## src/rtl/ctrl_pkg.sv

```systemverilog
// ctrl_pkg: shared definitions for the control sequencer.
//   - sequencer state enum and decoded operation kinds
//   - instruction class, sub-op and branch condition codes
//   - default function-unit code for LDI and default reset PC
//   - cond_taken(): evaluates a branch condition against the flag register
package ctrl_pkg;

  localparam logic [3:0] FS_MOVB_DEFAULT  = 4'b1100;
  localparam logic [7:0] RESET_PC_DEFAULT = 8'h00;

  typedef enum logic [1:0] {FETCH, EXEC, MEM, HALT} state_e;

  typedef enum logic [2:0] {
    OP_ALU, OP_LDI, OP_LD, OP_ST, OP_HALT, OP_BR, OP_JMP
  } op_e;

  // Instruction class, IR[15:14]
  localparam logic [1:0] CLS_ALU  = 2'b00;
  localparam logic [1:0] CLS_MISC = 2'b01;
  localparam logic [1:0] CLS_BR   = 2'b10;
  localparam logic [1:0] CLS_JMP  = 2'b11;

  // Sub-op inside CLS_MISC, IR[13:12]
  localparam logic [1:0] SUB_LDI  = 2'b00;
  localparam logic [1:0] SUB_LD   = 2'b01;
  localparam logic [1:0] SUB_ST   = 2'b10;
  localparam logic [1:0] SUB_HALT = 2'b11;

  // Branch conditions, IR[13:11]
  localparam logic [2:0] COND_ALWAYS = 3'b000;
  localparam logic [2:0] COND_Z      = 3'b001;
  localparam logic [2:0] COND_NZ     = 3'b010;
  localparam logic [2:0] COND_N      = 3'b011;
  localparam logic [2:0] COND_C      = 3'b100;
  localparam logic [2:0] COND_V      = 3'b101;

  // flags is packed {V, C, N, Z}; codes 110/111 are never taken.
  function automatic logic cond_taken(input logic [2:0] cond, input logic [3:0] flags);
    logic taken;
    taken = 1'b0;
    case (cond)
      COND_ALWAYS: taken = 1'b1;
      COND_Z:      taken = flags[0];
      COND_NZ:     taken = ~flags[0];
      COND_N:      taken = flags[1];
      COND_C:      taken = flags[2];
      COND_V:      taken = flags[3];
      default:     taken = 1'b0;
    endcase
    return taken;
  endfunction

endpackage

```

## src/rtl/instr_decode.sv

```systemverilog
// instr_decode: purely combinational instruction decoder.
//   ir       in  16  instruction register
//   op       out     decoded operation kind
//   da/aa/ba out 3   register selects (0 when unused by the class)
//   fs       out 4   function select (IR field for ALU, FS_MOVB for LDI)
//   mb       out 1   1 for LDI (operand B from const_in)
//   const_in out 8   immediate for LDI, 0 otherwise
//   cond     out 3   branch condition, IR[13:11]
//   imm8     out 8   IR[7:0]: branch offset or jump target
module instr_decode
  import ctrl_pkg::*;
#(
  parameter logic [3:0] FS_MOVB = FS_MOVB_DEFAULT
) (
  input  logic [15:0] ir,
  output op_e         op,
  output logic [2:0]  da,
  output logic [2:0]  aa,
  output logic [2:0]  ba,
  output logic [3:0]  fs,
  output logic        mb,
  output logic [7:0]  const_in,
  output logic [2:0]  cond,
  output logic [7:0]  imm8
);

  always_comb begin
    op       = OP_ALU;
    da       = 3'd0;
    aa       = 3'd0;
    ba       = 3'd0;
    fs       = 4'd0;
    mb       = 1'b0;
    const_in = 8'd0;
    cond     = ir[13:11];
    imm8     = ir[7:0];
    case (ir[15:14])
      CLS_ALU: begin
        op = OP_ALU;
        fs = ir[13:10];
        da = ir[9:7];
        aa = ir[6:4];
        ba = ir[3:1];
      end
      CLS_MISC: begin
        case (ir[13:12])
          SUB_LDI: begin
            op       = OP_LDI;
            da       = ir[11:9];
            const_in = ir[7:0];
            fs       = FS_MOVB;
            mb       = 1'b1;
          end
          SUB_LD: begin
            op = OP_LD;
            da = ir[11:9];
            aa = ir[8:6];
          end
          SUB_ST: begin
            op = OP_ST;
            aa = ir[8:6];
            ba = ir[5:3];
          end
          default: op = OP_HALT;
        endcase
      end
      CLS_BR:  op = OP_BR;
      CLS_JMP: op = OP_JMP;
    endcase
  end

endmodule

```

## src/rtl/control_sequencer.sv

```systemverilog
// control_sequencer: multi-cycle FETCH/EXEC/MEM/HALT control unit driving the
// 8-bit datapath control word.
//   clk, rst_n               clock, asynchronous active-low reset
//   imem_req/addr/data/valid instruction fetch port (addr = PC)
//   RW DA AA BA MB FS MD     datapath control word, const_in immediate
//   V C N Z                  datapath flags, latched after ALU-class EXEC
//   dmem_req/we/done         data-memory handshake for LD/ST
//   pc, halted               status
module control_sequencer
  import ctrl_pkg::*;
#(
  parameter logic [3:0] FS_MOVB  = FS_MOVB_DEFAULT,
  parameter logic [7:0] RESET_PC = RESET_PC_DEFAULT
) (
  input  logic        clk,
  input  logic        rst_n,
  output logic        imem_req,
  output logic [7:0]  imem_addr,
  input  logic [15:0] imem_data,
  input  logic        imem_valid,
  output logic        RW,
  output logic [2:0]  DA,
  output logic [2:0]  AA,
  output logic [2:0]  BA,
  output logic        MB,
  output logic [3:0]  FS,
  output logic        MD,
  output logic [7:0]  const_in,
  input  logic        V,
  input  logic        C,
  input  logic        N,
  input  logic        Z,
  output logic        dmem_req,
  output logic        dmem_we,
  input  logic        dmem_done,
  output logic [7:0]  pc,
  output logic        halted
);

  state_e      state_q, state_d;
  logic [7:0]  pc_q, pc_d;
  logic [15:0] ir_q, ir_d;
  logic [3:0]  flags_q, flags_d;  // {V, C, N, Z}

  op_e         dec_op;
  logic [2:0]  dec_da, dec_aa, dec_ba, dec_cond;
  logic [3:0]  dec_fs;
  logic        dec_mb;
  logic [7:0]  dec_const, dec_imm8;

  instr_decode #(.FS_MOVB(FS_MOVB)) u_decode (
    .ir       (ir_q),
    .op       (dec_op),
    .da       (dec_da),
    .aa       (dec_aa),
    .ba       (dec_ba),
    .fs       (dec_fs),
    .mb       (dec_mb),
    .const_in (dec_const),
    .cond     (dec_cond),
    .imm8     (dec_imm8)
  );

  always_ff @(posedge clk or negedge rst_n) begin
    if (!rst_n) begin
      state_q <= FETCH;
      pc_q    <= RESET_PC;
      ir_q    <= 16'd0;
      flags_q <= 4'd0;
    end else begin
      state_q <= state_d;
      pc_q    <= pc_d;
      ir_q    <= ir_d;
      flags_q <= flags_d;
    end
  end

  assign pc        = pc_q;
  assign imem_addr = pc_q;

  // All outputs are decoded from state_q/ir_q, so an asynchronous reset
  // drops dmem_req and RW immediately.
  always_comb begin
    state_d  = state_q;
    pc_d     = pc_q;
    ir_d     = ir_q;
    flags_d  = flags_q;
    imem_req = 1'b0;
    RW       = 1'b0;
    DA       = 3'd0;
    AA       = 3'd0;
    BA       = 3'd0;
    MB       = 1'b0;
    FS       = 4'd0;
    MD       = 1'b0;
    const_in = 8'd0;
    dmem_req = 1'b0;
    dmem_we  = 1'b0;
    halted   = 1'b0;
    unique case (state_q)
      FETCH: begin
        imem_req = 1'b1;
        if (imem_valid) begin
          ir_d    = imem_data;
          pc_d    = pc_q + 8'd1;
          state_d = EXEC;
        end
      end
      EXEC: begin
        DA       = dec_da;
        AA       = dec_aa;
        BA       = dec_ba;
        FS       = dec_fs;
        MB       = dec_mb;
        const_in = dec_const;
        state_d  = FETCH;
        case (dec_op)
          OP_ALU: begin
            RW      = 1'b1;
            flags_d = {V, C, N, Z};
          end
          OP_LDI:       RW = 1'b1;
          OP_LD, OP_ST: state_d = MEM;
          // pc_q already points past the branch; 8-bit add of the
          // two's-complement offset gives the modulo-256 target.
          OP_BR: if (cond_taken(dec_cond, flags_q)) pc_d = pc_q + dec_imm8;
          OP_JMP:       pc_d = dec_imm8;
          OP_HALT:      state_d = HALT;
          default:      state_d = FETCH;
        endcase
      end
      MEM: begin
        DA       = dec_da;
        AA       = dec_aa;
        BA       = dec_ba;
        dmem_req = 1'b1;
        dmem_we  = (dec_op == OP_ST);
        if (dmem_done) begin
          if (dec_op == OP_LD) begin
            RW = 1'b1;
            MD = 1'b1;
          end
          state_d = FETCH;
        end
      end
      HALT: halted = 1'b1;
    endcase
  end

endmodule

```

## config.mk

```make
export PLATFORM = sky130hd
export DESIGN_NAME = control_sequencer
export DESIGN_NICKNAME = d
export VERILOG_FILES = /design/src/rtl/ctrl_pkg.sv /design/src/rtl/instr_decode.sv /design/src/rtl/control_sequencer.sv
export SDC_FILE = /design/constraint.sdc
export NUM_CORES = 1
export LEC_CHECK = 0
export ABC_AREA = 1
export BUFFER_PORTS_ARGS = -buffer_cell sky130_fd_sc_hd__buf_4
export CAP_MARGIN = 15
export CELL_PAD_IN_SITES_DETAIL_PLACEMENT = 0
export CELL_PAD_IN_SITES_GLOBAL_PLACEMENT = 1
export CORE_UTILIZATION = 39
export CTS_CLUSTER_SIZE = 10
export DETAILED_ROUTE_END_ITERATION = 10
export PLACE_DENSITY = 0.83
export RECOVER_POWER = 25
export SYNTH_ARGS = -nofsm -noshare
export SYNTH_HDL_FRONTEND = slang
export SYNTH_SLANG_ARGS = --single-unit
```

## constraint.sdc

```tcl
create_clock -name clk -period 4.7 [get_ports clk]
set_input_delay 0.47 -clock clk [delete_from_list [all_inputs] [get_ports clk]]
set_output_delay 0.47 -clock clk [all_outputs]
set_load 0.02 [all_outputs]
```

==> results of run 1 <==
[stage by stage]
step,cells,utilization,hold WS (ns)
detailed placement,472,0.488,0.429
CTS,478,0.501,0.124
floorplan,346,-,0.174
global placement,472,0.488,0.429
global route,478,0.501,0.400
finish,478,0.501,0.378
[metal layers]
metal | track usage | wire, um | vias up
met4 | 0.0679 | 89 | 0
li1 | - | - | 1224
met5 | 0 | 0 | -
met3 | 0.0409 | 291 | 8
met2 | 0.338 | 2830 | 73
met1 | 0.277 | 2990 | 1035
[logic make-up after synthesis]
kind of cell,Yosys count,share of synthesized area
xor+xnor,5,0.0183
buf+inv,59,0.112
flops,30,0.314
compound gates,53,0.118
mux,3,0.0141
simple gates,178,0.327
fa+ha+maj,18,0.0972
[path summary, 6_finish.rpt]
kind                                          start                        to  slack [ns]  cells past startpoint
setup reg to reg           imem_addr[0]$_DFFE_PN0P_  imem_addr[4]$_DFFE_PN0P_        2.67                     13
hold / removal                                    V    flags_q[3]$_DFFE_PN0P_        0.38                      3
min in group asynchronous                     rst_n       ir_q[0]$_DFFE_PN0P_        0.60                      1
setup / recovery             state_q[1]$_DFFE_PN0P_               const_in[2]        2.12                      5
max in group asynchronous                     rst_n      ir_q[11]$_DFFE_PN0P_        3.13                      1
hold reg to reg              flags_q[3]$_DFFE_PN0P_    flags_q[3]$_DFFE_PN0P_        0.48                      2
[critical path: stages (launching register included)]
cell,delay (ns)
sky130_fd_sc_hd__dfrtp_1,0.43
sky130_fd_sc_hd__inv_1,0.10
sky130_fd_sc_hd__ha_1,0.37
sky130_fd_sc_hd__nand3_1,0.49
sky130_fd_sc_hd__nor2_1,0.25
sky130_fd_sc_hd__buf_4,0.17
[flip-flops by register name, summed over array words and instances (netlist names)]
signal and cells:
flags_q 4, state_q 2, ir_q 16, imem_addr 8
[where the power goes]
group	leakage [nW]	switching, mW	internal, mW	total [mW]
Combinational	1.24	0.00838	0.0117	0.0201
Sequential	0.320	0	0.258	0.258
Clock	0.0431	0.0976	0.113	0.210
[cell usage after synthesis, drive strengths merged]
master	n
nand2	99
inv	42
nor2	38
a21oi	36
nand3	31
dfrtp	30
ha	17
buf	15
o21ai	13
mux2	3
nand4	3
or2	3
xor2	3
nand3b	2
nor3	2
xnor2	2
a2bb2oi	1
a31oi	1
clkbuf	1
clkinv	1
fa	1
o211ai	1
o21bai	1
[area by class of cell]
cell class | instances | area share
timing repair buffer | 67 | 0.168
inverter | 43 | 0.0553
sequential | 30 | 0.253
multi-input combinational | 257 | 0.464
clock buffer | 6 | 0.0278
tap | 75 | 0.0316
==> impl_summary.log, run 1 <==
INFO  metric outcome = finished with violations
INFO  metric violations_in_the_final_reports = max-capacitance violations, max-slew violations
INFO  metric cts_max_path_buffers = 2
INFO  metric cp_data_arrival_time = 2.11 ns
INFO  metric dieWidth = 80.3 um
INFO  metric synth-warning-count = 0
INFO  metric hold_path_class = in -> reg
INFO  metric antenna_found_initial = 0
INFO  metric synth_area_leader_cell = sky130_fd_sc_hd__dfrtp_1
INFO  metric gr-usage-all-layers = 0.209
INFO  metric synth_seq_cells = 30
INFO  metric mappedNetlistNets = roughly 390
INFO  metric hpwl = approximately 4800 um
INFO  metric port_buffers = 67
INFO  metric critical_path_fanouts_max = 11
INFO  metric cts_post_setup_buffers_inserted = 0
INFO  metric clock_insertion_delay_worst_skew = 0.29 ns
INFO  metric report.final.slew_viol_count = 31
INFO  metric drt_first_pass_iters = 4
INFO  metric timing.max_slew.rel_slack = -0.106
INFO  metric pwr_density_cell = roughly 160 nW/um^2
INFO  metric fin_area = 2970 um^2
INFO  metric finalHoldViolations = 0
INFO  metric proportion_of_layout_cells_with_a_drive_suffix_above_1 = 0.241
INFO  metric clock_skew = 0.00768 ns
INFO  metric synthesis.area_per_instance = 6.92 um^2
INFO  metric wirelength = just over 6000 um
INFO  metric htree_num_levels = 2
INFO  metric clk_root_buf = sky130_fd_sc_hd__clkbuf_8
INFO  metric cts_hold_buf = 0
INFO  metric fin_ws = around 2.1 ns
INFO  metric place_area = between 2000 and 3000 um^2
INFO  metric clk_pin_slew_worst_paths = roughly 0.070 ns
INFO  metric grt_max_degree = 31
INFO  metric final_common_cell = sky130_fd_sc_hd__nand2_1
INFO  metric synth_cells = about 350
INFO  metric synthDistinctLibCells = 35
INFO  metric design.final.nets = ~450
INFO  metric core-area = slightly below 6000 um^2
INFO  metric worst-slew-pin-transition = ~1.7 ns
INFO  metric cts_made_buffers = 5
INFO  metric numClockSinks = 30
INFO  metric number_of_filler_instances_in_the_final_layout = 613
INFO  metric average_detailed_routed_wire_length_per_instance = about 13 um
INFO  metric start_util = 0.404
INFO  metric vdd_drop_max = ~110 uV
INFO  metric post-route-period-util = 0.549
INFO  metric timing.fmax = around 0.39 GHz
INFO  metric synth.top_cells.by_area = sky130_fd_sc_hd__dfrtp_1 (31%), sky130_fd_sc_hd__nand2_1 (15%), sky130_fd_sc_hd__ha_1 (8.9%)
INFO  metric num_io_pins = between 60 and 70
INFO  metric crit_path_start_kind = flip-flop
INFO  metric required = 4.23 ns
INFO  metric synth.yosys.seq_area_share = 0.314
INFO  metric drtAntennaViolNets = 0
INFO  metric antenna_cells = 0
INFO  metric mostFrequentLayoutCells = sky130_fd_sc_hd__nand2_1 (95), sky130_fd_sc_hd__buf_4 (66), sky130_fd_sc_hd__a21oi_1 (36)
INFO  metric fin_setup_tns = 0 ns
INFO  metric leakagePower = around 1.6 nW
INFO  metric grt-ovfl-total = 0
INFO  metric grt_pass1_vias = 2,114
INFO  metric seqCellArea = between 700 and 800 um^2
INFO  metric fin_total_pwr = around 0.5 mW
INFO  metric dieArea = roughly 6500 um^2
INFO  metric tritoncts = yes
INFO  metric rsz0062_at_grt = false
INFO  metric gp_weighted_congestion = approximately 0.85
INFO  metric synthDominantCellAreaShare = 0.314
INFO  metric global_route_wire_length_before_repair = 10,100 um
INFO  metric timing.max_cap.violations = 1
INFO  metric setup.worst_path.end_class = output pin
INFO  metric fin_crit = 2.58 ns
INFO  metric initialDrtViolationCount = a little over 90
INFO  metric post_cts_resized = 0
INFO  metric pre_cts_ws = 2.37 ns
INFO  metric vias_per_cell = around 4.9
INFO  metric num_rows = 28
INFO  metric mappedNetlistArea = 2390 um^2
INFO  metric die_y = 80.3 um
INFO  metric vias = 2,340
INFO  metric finalSetupViolCount = 0
INFO  metric syn_to_final_growth = 23.9%
INFO  metric crit_type = reg -> out
INFO  metric area_of_combinational_cells_with_multiple_inputs = 1380 um^2
INFO  metric post-route-drc-count = 0
Power figures use the tool's default switching activity.
==> run 2: changes to the inputs <==
Settings changed: CORE_UTILIZATION 39 to 37, PLACE_DENSITY 0.83 to 0.79.
Clock period 4.7 ns to 2.6 ns, I/O delays scaled along.
==> impl_summary.log, run 2 (synthesized netlist as in run 1, its figures left out) <==
INFO  metric cp_data_arrival_time = 2.09 ns (was 2.11 ns)
INFO  metric hold_path_class = in -> reg (unchanged)
INFO  metric cp_num_cells = 5 (unchanged)
INFO  metric post-route-drc-count = 0 (unchanged)
INFO  metric timing.max_slew.rel_slack = -0.142 (was -0.106)
INFO  metric grt_pass1_vias = 2,275 (was 2,114)
INFO  metric average_detailed_routed_wire_length_per_instance = 13.3 um (was 13.0 um)
INFO  metric post_cts_resized = 0 (unchanged)
INFO  metric finalSetupViolCount = 0 (unchanged)
INFO  metric setup.worst_path.end_class = output pin (unchanged)
INFO  metric clock_skew = 0.00574 ns (was 0.00768 ns)
INFO  metric required = 2.34 ns (was 4.23 ns)
INFO  metric grt_max_degree = 31 (unchanged)
INFO  metric power_frac_comb = 0.043 (was 0.041)
INFO  metric grt-busiest-layer = met2 (unchanged)
INFO  metric crit_family = simple AND/OR/NAND/NOR gates (unchanged)
INFO  metric worst_path_largest_cell_delay = 0.47 ns (was 0.49 ns)
INFO  metric place_area = 2910 um^2 (was 2890 um^2)
INFO  metric antenna_found_initial = 0 (unchanged)
INFO  metric slowest_stage = sky130_fd_sc_hd__nand3_1 (unchanged)
INFO  metric fin_ws = 0.251 ns (was 2.12 ns)
INFO  metric clock_insertion_delay_worst_skew = 0.28 ns (was 0.29 ns)
INFO  metric pre_cts_ws = 0.528 ns (was 2.37 ns)
INFO  metric num_rows = 28 (unchanged)
INFO  metric report.final.slew_viol_count = 31 (unchanged)
INFO  metric syn_to_final_growth = 25.6% (was 23.9%)
INFO  metric wirelength = 6430 um (was 6200 um)
INFO  metric critical_path_fanouts_max = 11 (unchanged)
INFO  metric hold_start = V (unchanged)
INFO  metric top_register = ir_q (unchanged)
INFO  metric cp-startpoint = state_q[1]$_DFFE_PN0P_ (unchanged)
INFO  metric vias_per_cell = 4.90 (about the same)
INFO  metric hpwl = 4980 um (was 4770 um)
INFO  metric die_y = 82.4 um (was 80.3 um)
INFO  metric grt-ovfl-total = 0 (unchanged)
INFO  metric fin_total_pwr = 0.892 mW (was 0.489 mW)
INFO  metric post-route-period-util = 0.903
INFO  metric htree_num_levels = 2 (unchanged)
INFO  metric timing.rr.end = imem_addr[4]$_DFFE_PN0P_ (unchanged)
INFO  metric cp_cell_sequence = inv_1, ha_1, nand3_1, nor2_1, buf_4 (unchanged)
INFO  metric outcome = finished with violations (unchanged)
INFO  metric proportion_of_layout_cells_with_a_drive_suffix_above_1 = 0.247 (was 0.241)
INFO  metric numClockSinks = 30 (unchanged)
INFO  metric violations_in_the_final_reports = max-capacitance violations, max-slew violations (unchanged)
INFO  metric power_frac_clock = 0.434 (was 0.430)
INFO  metric fin_crit = between 2 and 2.5 ns
INFO  metric groute.layer.met1.usage = 0.274 (was 0.277)
INFO  metric worst-slew-pin-transition = 1.71 ns (was 1.66 ns)
INFO  metric global_route_wire_length_before_repair = 10,500 um (was 10,100 um)
INFO  metric timing.fmax = 0.426 GHz
INFO  metric core-area = 6100 um^2 (was 5920 um^2)
INFO  metric cts_max_path_buffers = 2 (unchanged)
INFO  metric fin_setup_tns = 0 ns (unchanged)
INFO  metric dieWidth = 82.4 um (was 80.3 um)
INFO  metric design.final.nets = 450 (was 446)
INFO  metric crit_path_start_kind = flip-flop (unchanged)
INFO  metric globalRouteMet2Util = 0.342 (was 0.338)
INFO  metric worstPathBufferInverterCount = 2 (unchanged)
INFO  metric drt_first_pass_iters = 4 (unchanged)
INFO  metric gr-usage-all-layers = 0.204 (was 0.209)
INFO  metric hold-worst-slack = 0.184 ns (was 0.378 ns)
INFO  metric tritoncts = yes (unchanged)
INFO  metric place_inst = 475 (was 472)
INFO  metric finalHoldViolations = 0 (unchanged)
INFO  metric vias = 2,374 (was 2,340)
INFO  metric rsz0062_at_grt = false (unchanged)
INFO  metric num_io_pins = 68 (unchanged)
INFO  metric power_switching_share = 0.213 (was 0.217)
INFO  metric initialDrtViolationCount = 135 (was 93)
INFO  metric internal_power = 0.702 mW (was 0.383 mW)
INFO  metric fin_area = 3010 um^2 (was 2970 um^2)
INFO  metric met3_routing_resource_usage_after_global_routing = 0.0319 (was 0.0409)
INFO  metric leakagePower = 1.63 nW (was 1.61 nW)
INFO  metric gp_weighted_congestion = 0.837 (was 0.849)
INFO  metric timing.max_cap.violations = 1 (unchanged)
INFO  metric vdd_drop_max = 148 uV (was 107 uV)
INFO  metric power_switching = 0.190 mW (was 0.106 mW)
INFO  metric crit_type = reg -> out (unchanged)
INFO  metric port_buffers = 67 (unchanged)
INFO  metric drtAntennaViolNets = 0 (unchanged)
INFO  metric antenna_cells = 0 (unchanged)
INFO  metric r2r_start = imem_addr[0]$_DFFE_PN0P_ (unchanged)
INFO  metric instances_no_fill = 484 (was 478)
INFO  metric largest_register_ffs = 16 (unchanged)
INFO  metric number_of_filler_instances_in_the_final_layout = 667 (was 613)
INFO  metric dieArea = 6790 um^2 (was 6450 um^2)
INFO  metric clk_pin_slew_worst_paths = 0.06 ns (was 0.07 ns)
INFO  metric mostFrequentLayoutCells = sky130_fd_sc_hd__nand2_1 (95), sky130_fd_sc_hd__buf_4 (69), sky130_fd_sc_hd__a21oi_1 (36) (was sky130_fd_sc_hd__nand2_1 (95), sky130_fd_sc_hd__buf_4 (66), sky130_fd_sc_hd__a21oi_1 (36))
INFO  metric fin_util = 0.493 (was 0.501)
INFO  metric sequentialPowerShare = 0.523 (was 0.529)
INFO  metric reg2reg_depth = 13 (unchanged)
INFO  metric pwr_density_cell = 297 nW/um^2 (was 165 nW/um^2)
INFO  metric cts_made_buffers = 5 (unchanged)
INFO  metric ff2ff_setup_slack = 0.60 ns (was 2.67 ns)
INFO  metric worstSetupEndpoint = const_in[2] (unchanged)
INFO  metric start_util = 0.393 (was 0.404)
INFO  metric clk_root_buf = sky130_fd_sc_hd__clkbuf_8 (unchanged)
INFO  metric final_common_cell = sky130_fd_sc_hd__nand2_1 (unchanged)
[run 2: changes by cell type in the layout (fill, tap and decap cells not counted), sizes merged]
cell	change
buf	+3
clkbuf	+1
clkinv	+1
dlygate4sd3	+1
[run 2: how the worst min path moves through the flow]
stage | slack, ns | cells after the start | end
after floorplan | -0.04 | 0 | flags_q[0]$_DFFE_PN0P_
after global placement | 0.22 | 1 | state_q[1]$_DFFE_PN0P_
after detailed placement | 0.22 | 1 | state_q[1]$_DFFE_PN0P_
after CTS | 0.18 | 3 | flags_q[3]$_DFFE_PN0P_
after global routing | 0.18 | 3 | flags_q[0]$_DFFE_PN0P_
final | 0.18 | 3 | flags_q[3]$_DFFE_PN0P_
[run 2: cell type report]
type / count / area [um^2] / area share
Clock inverter: 1 / 5.00 / 0.00166
Tap cell: 75 / 93.8 / 0.0312
Multi-Input combinational cell: 257 / 1380 / 0.457
Inverter: 43 / 164 / 0.0545
Sequential cell: 30 / 751 / 0.250
Clock buffer: 7 / 86.3 / 0.0287
Timing Repair Buffer: 71 / 532 / 0.177
[run 2: routing by layer]
layer / up-vias / share of wire / wire length (um)
met3: 2 / 0.035 / 223
met2: 46 / 0.48 / 3080
met1: 1100 / 0.48 / 3090
met4: 0 / 0.0040 / 26
li1: 1226 / - / -
met5: - / 0 / 0
[run 2: repair_timing]
item                                   CTS  global route
setup buffers                            0             0
hold buffers                             1             0
endpoints found under the hold margin   30             0
[run 2: power by group through the flow]
stage	sequential (mW)	combinational [mW]	clock, mW
after detailed placement	0.475	0.0385	0
after global placement	0.475	0.0378	0
final	0.467	0.0379	0.387
after floorplan	0.476	0.00133	0
after CTS	0.467	0.0398	0.398
after global routing	0.466	0.0421	0.421
[run 2: tightest hold or removal path: stages]
cell                      delay [ns]
sky130_fd_sc_hd__buf_4          0.08
sky130_fd_sc_hd__nand2_1        0.04
sky130_fd_sc_hd__nand2_1        0.05
==> run 3: changes to the inputs <==
Settings changed: CORE_UTILIZATION 37 to 34, MAX_ROUTING_LAYER from default to met4, PLACE_DENSITY 0.79 to 0.73.
==> impl_summary.log, run 3 (synthesized netlist as in run 1, its figures left out) <==
INFO  metric antenna_cells = 0 (unchanged)
INFO  metric drtAntennaViolNets = 0 (unchanged)
INFO  metric cts_post_setup_buffers_inserted = 0 (unchanged)
INFO  metric crit_type = reg -> out (unchanged)
INFO  metric numClockSinks = 30 (unchanged)
INFO  metric post_cts_resized = 0 (unchanged)
INFO  metric clk_pin_slew_worst_paths = 0.07 ns (was 0.06 ns)
INFO  metric hold-worst-slack = 0.171 ns (was 0.184 ns)
INFO  metric cts_hold_buf = 1 (unchanged)
INFO  metric grt-busiest-layer = met2 (unchanged)
INFO  metric cp_data_arrival_time = 2.08 ns (was 2.09 ns)
INFO  metric fin_crit = 2.34 ns (was 2.35 ns)
INFO  metric grt-ovfl-total = 0 (unchanged)
INFO  metric vias = 2,423 (was 2,374)
INFO  metric internal_power = 0.702 mW (about the same)
INFO  metric design.final.nets = 451 (was 450)
INFO  metric gp_weighted_congestion = 0.822 (was 0.837)
INFO  metric gr-usage-all-layers = 0.207 (was 0.204)
INFO  metric violations_in_the_final_reports = max-capacitance violations, max-slew violations (unchanged)
INFO  metric outcome = finished with violations (unchanged)
INFO  metric met3_routing_resource_usage_after_global_routing = 0.0433 (was 0.0319)
INFO  metric leakagePower = 1.63 nW (about the same)
INFO  metric fin_ws = 0.259 ns (was 0.251 ns)
INFO  metric power_frac_comb = 0.041 (was 0.043)
INFO  metric required = 2.34 ns (about the same)
INFO  metric worst_path_largest_cell_delay = 0.43 ns (was 0.47 ns)
INFO  metric hpwl = 5240 um (was 4980 um)
INFO  metric core-area = 6790 um^2 (was 6100 um^2)
INFO  metric crit_path_start_kind = flip-flop (unchanged)
INFO  metric htree_num_levels = 2 (unchanged)
INFO  metric cts_made_buffers = 5 (unchanged)
INFO  metric clock_skew = 0.00445 ns (was 0.00574 ns)
INFO  metric cts_max_path_buffers = 2 (unchanged)
INFO  metric antenna_found_initial = 0 (unchanged)
INFO  metric setup.worst_path.end_class = output pin (unchanged)
INFO  metric global_route_wire_length_before_repair = 11,300 um (was 10,500 um)
INFO  metric fin_area = 3040 um^2 (was 3010 um^2)
INFO  metric timing.fmax = 0.427 GHz (was 0.426 GHz)
INFO  metric vdd_drop_max = 174 uV (was 148 uV)
INFO  metric rsz0062_at_grt = false (unchanged)
INFO  metric groute.layer.met1.usage = 0.278 (was 0.274)
INFO  metric num_io_pins = 68 (unchanged)
INFO  metric final_common_cell = sky130_fd_sc_hd__nand2_1 (unchanged)
INFO  metric power_switching_share = 0.233 (was 0.213)
INFO  metric globalRouteMet2Util = 0.315 (was 0.342)
INFO  metric sequentialPowerShare = 0.509 (was 0.523)
INFO  metric top_register = ir_q (unchanged)
INFO  metric post-route-drc-count = 0 (unchanged)
INFO  metric grt_pass1_vias = 2,350 (was 2,275)
INFO  metric grt_max_degree = 31 (unchanged)
INFO  metric drt_first_pass_iters = 4 (unchanged)
INFO  metric critical-path-top-cell-by-count = sky130_fd_sc_hd__inv_1
INFO  metric post-route-period-util = 0.900 (was 0.903)
INFO  metric vias_per_cell = 4.79 (was 4.90)
INFO  metric slowest_stage = sky130_fd_sc_hd__dfrtp_1 (was sky130_fd_sc_hd__nand3_1)
INFO  metric dieArea = 7380 um^2 (was 6790 um^2)
INFO  metric timing.max_slew.rel_slack = -0.220 (was -0.142)
INFO  metric clk_root_buf = sky130_fd_sc_hd__clkbuf_8 (unchanged)
INFO  metric dieWidth = 85.9 um (was 82.4 um)
INFO  metric finalSetupViolCount = 0 (unchanged)
INFO  metric fin_util = 0.448 (was 0.493)
INFO  metric worst-slew-pin-transition = 1.83 ns (was 1.71 ns)
INFO  metric die_y = 85.9 um (was 82.4 um)
INFO  metric timing.max_cap.violations = 1 (unchanged)
INFO  metric tritoncts = yes (unchanged)
INFO  metric start_util = 0.352 (was 0.393)
INFO  metric clock_insertion_delay_worst_skew = 0.29 ns (was 0.28 ns)
INFO  metric hold_path_class = in -> reg (unchanged)
INFO  metric critical_path_fanouts_max = 18 (was 11)
INFO  metric pre_cts_ws = 0.577 ns (was 0.528 ns)
INFO  metric cp_cell_sequence = inv_1, ha_1, inv_4, nor2_4, inv_1, a31oi_2, buf_4 (was inv_1, ha_1, nand3_1, nor2_1, buf_4)
INFO  metric fin_total_pwr = 0.916 mW (was 0.892 mW)
INFO  metric largest_register_ffs = 16 (unchanged)
INFO  metric fin_setup_tns = 0 ns (unchanged)
INFO  metric place_inst = 497 (was 475)
INFO  metric initialDrtViolationCount = 113 (was 135)
INFO  metric pwr_density_cell = 301 nW/um^2 (was 297 nW/um^2)
INFO  metric port_buffers = 67 (unchanged)
INFO  metric num_rows = 30 (was 28)
INFO  metric mostFrequentLayoutCells = sky130_fd_sc_hd__nand2_1 (95), sky130_fd_sc_hd__buf_4 (70), sky130_fd_sc_hd__a21oi_1 (36) (was sky130_fd_sc_hd__nand2_1 (95), sky130_fd_sc_hd__buf_4 (69), sky130_fd_sc_hd__a21oi_1 (36))
INFO  metric finalHoldViolations = 0 (unchanged)
INFO  metric power_frac_clock = 0.449 (was 0.434)
INFO  metric place_area = 2940 um^2 (was 2910 um^2)
INFO  metric syn_to_final_growth = 27.0% (was 25.6%)
INFO  metric instances_no_fill = 506 (was 484)
INFO  metric average_detailed_routed_wire_length_per_instance = 13.8 um (was 13.3 um)
INFO  metric report.final.slew_viol_count = 31 (unchanged)
INFO  metric proportion_of_layout_cells_with_a_drive_suffix_above_1 = 0.249 (was 0.247)
INFO  metric power_switching = 0.214 mW (was 0.190 mW)
INFO  metric wirelength = 7010 um (was 6430 um)
-- run 3: worst paths after layout --
check,from,to,slack (ns),depth (start not counted)
hold / removal,N,flags_q[1]$_DFFE_PN0P_,0.17,3
max in group asynchronous,rst_n,ir_q[12]$_DFFE_PN0P_,0.55,2
hold reg to reg,flags_q[1]$_DFFE_PN0P_,flags_q[1]$_DFFE_PN0P_,0.48,2
setup reg to reg,state_q[1]$_DFFE_PN0P_,imem_addr[6]$_DFFE_PN0P_,0.63,7
setup / recovery,state_q[1]$_DFFE_PN0P_,RW,0.26,7
min in group asynchronous,rst_n,ir_q[9]$_DFFE_PN0P_,1.00,2
-- run 3: worst max-delay path: cells and delay by family (launching register included) --
kind / cells / cell delay [ns]
buf+inv: 4 / 0.60
flops: 1 / 0.43
fa+ha+maj: 1 / 0.37
compound gates: 1 / 0.21
simple gates: 1 / 0.19
-- run 3: final cells by class --
type / instances / area, um^2
repair buffers: 72 / 539
multi-input cells: 257 / 1380
fillers: 723 / 3750
clock buffers: 7 / 86.3
clock inverters: 1 / 5.00
flip-flops and latches: 30 / 751
well taps: 96 / 120
inverters: 43 / 164
-- run 3: layer usage --
metal | routed length, um | share of wire | vias to the layer above
li1 | - | - | 1232
met1 | 3340 | 0.48 | 1120
met5 | 0 | 0 | -
met2 | 3260 | 0.47 | 59
met3 | 284 | 0.041 | 12
met4 | 118 | 0.017 | 0
-- run 3: power by group through the flow --
stage,clock network (mW),logic (mW),registers (mW)
2_1_floorplan,0,0.00133,0.476
3_3_place_gp,0,0.0383,0.475
3_5_place_dp,0,0.0386,0.475
4_1_cts,0.420,0.0400,0.466
5_1_grt,0.446,0.0420,0.466
6_report,0.412,0.0380,0.467
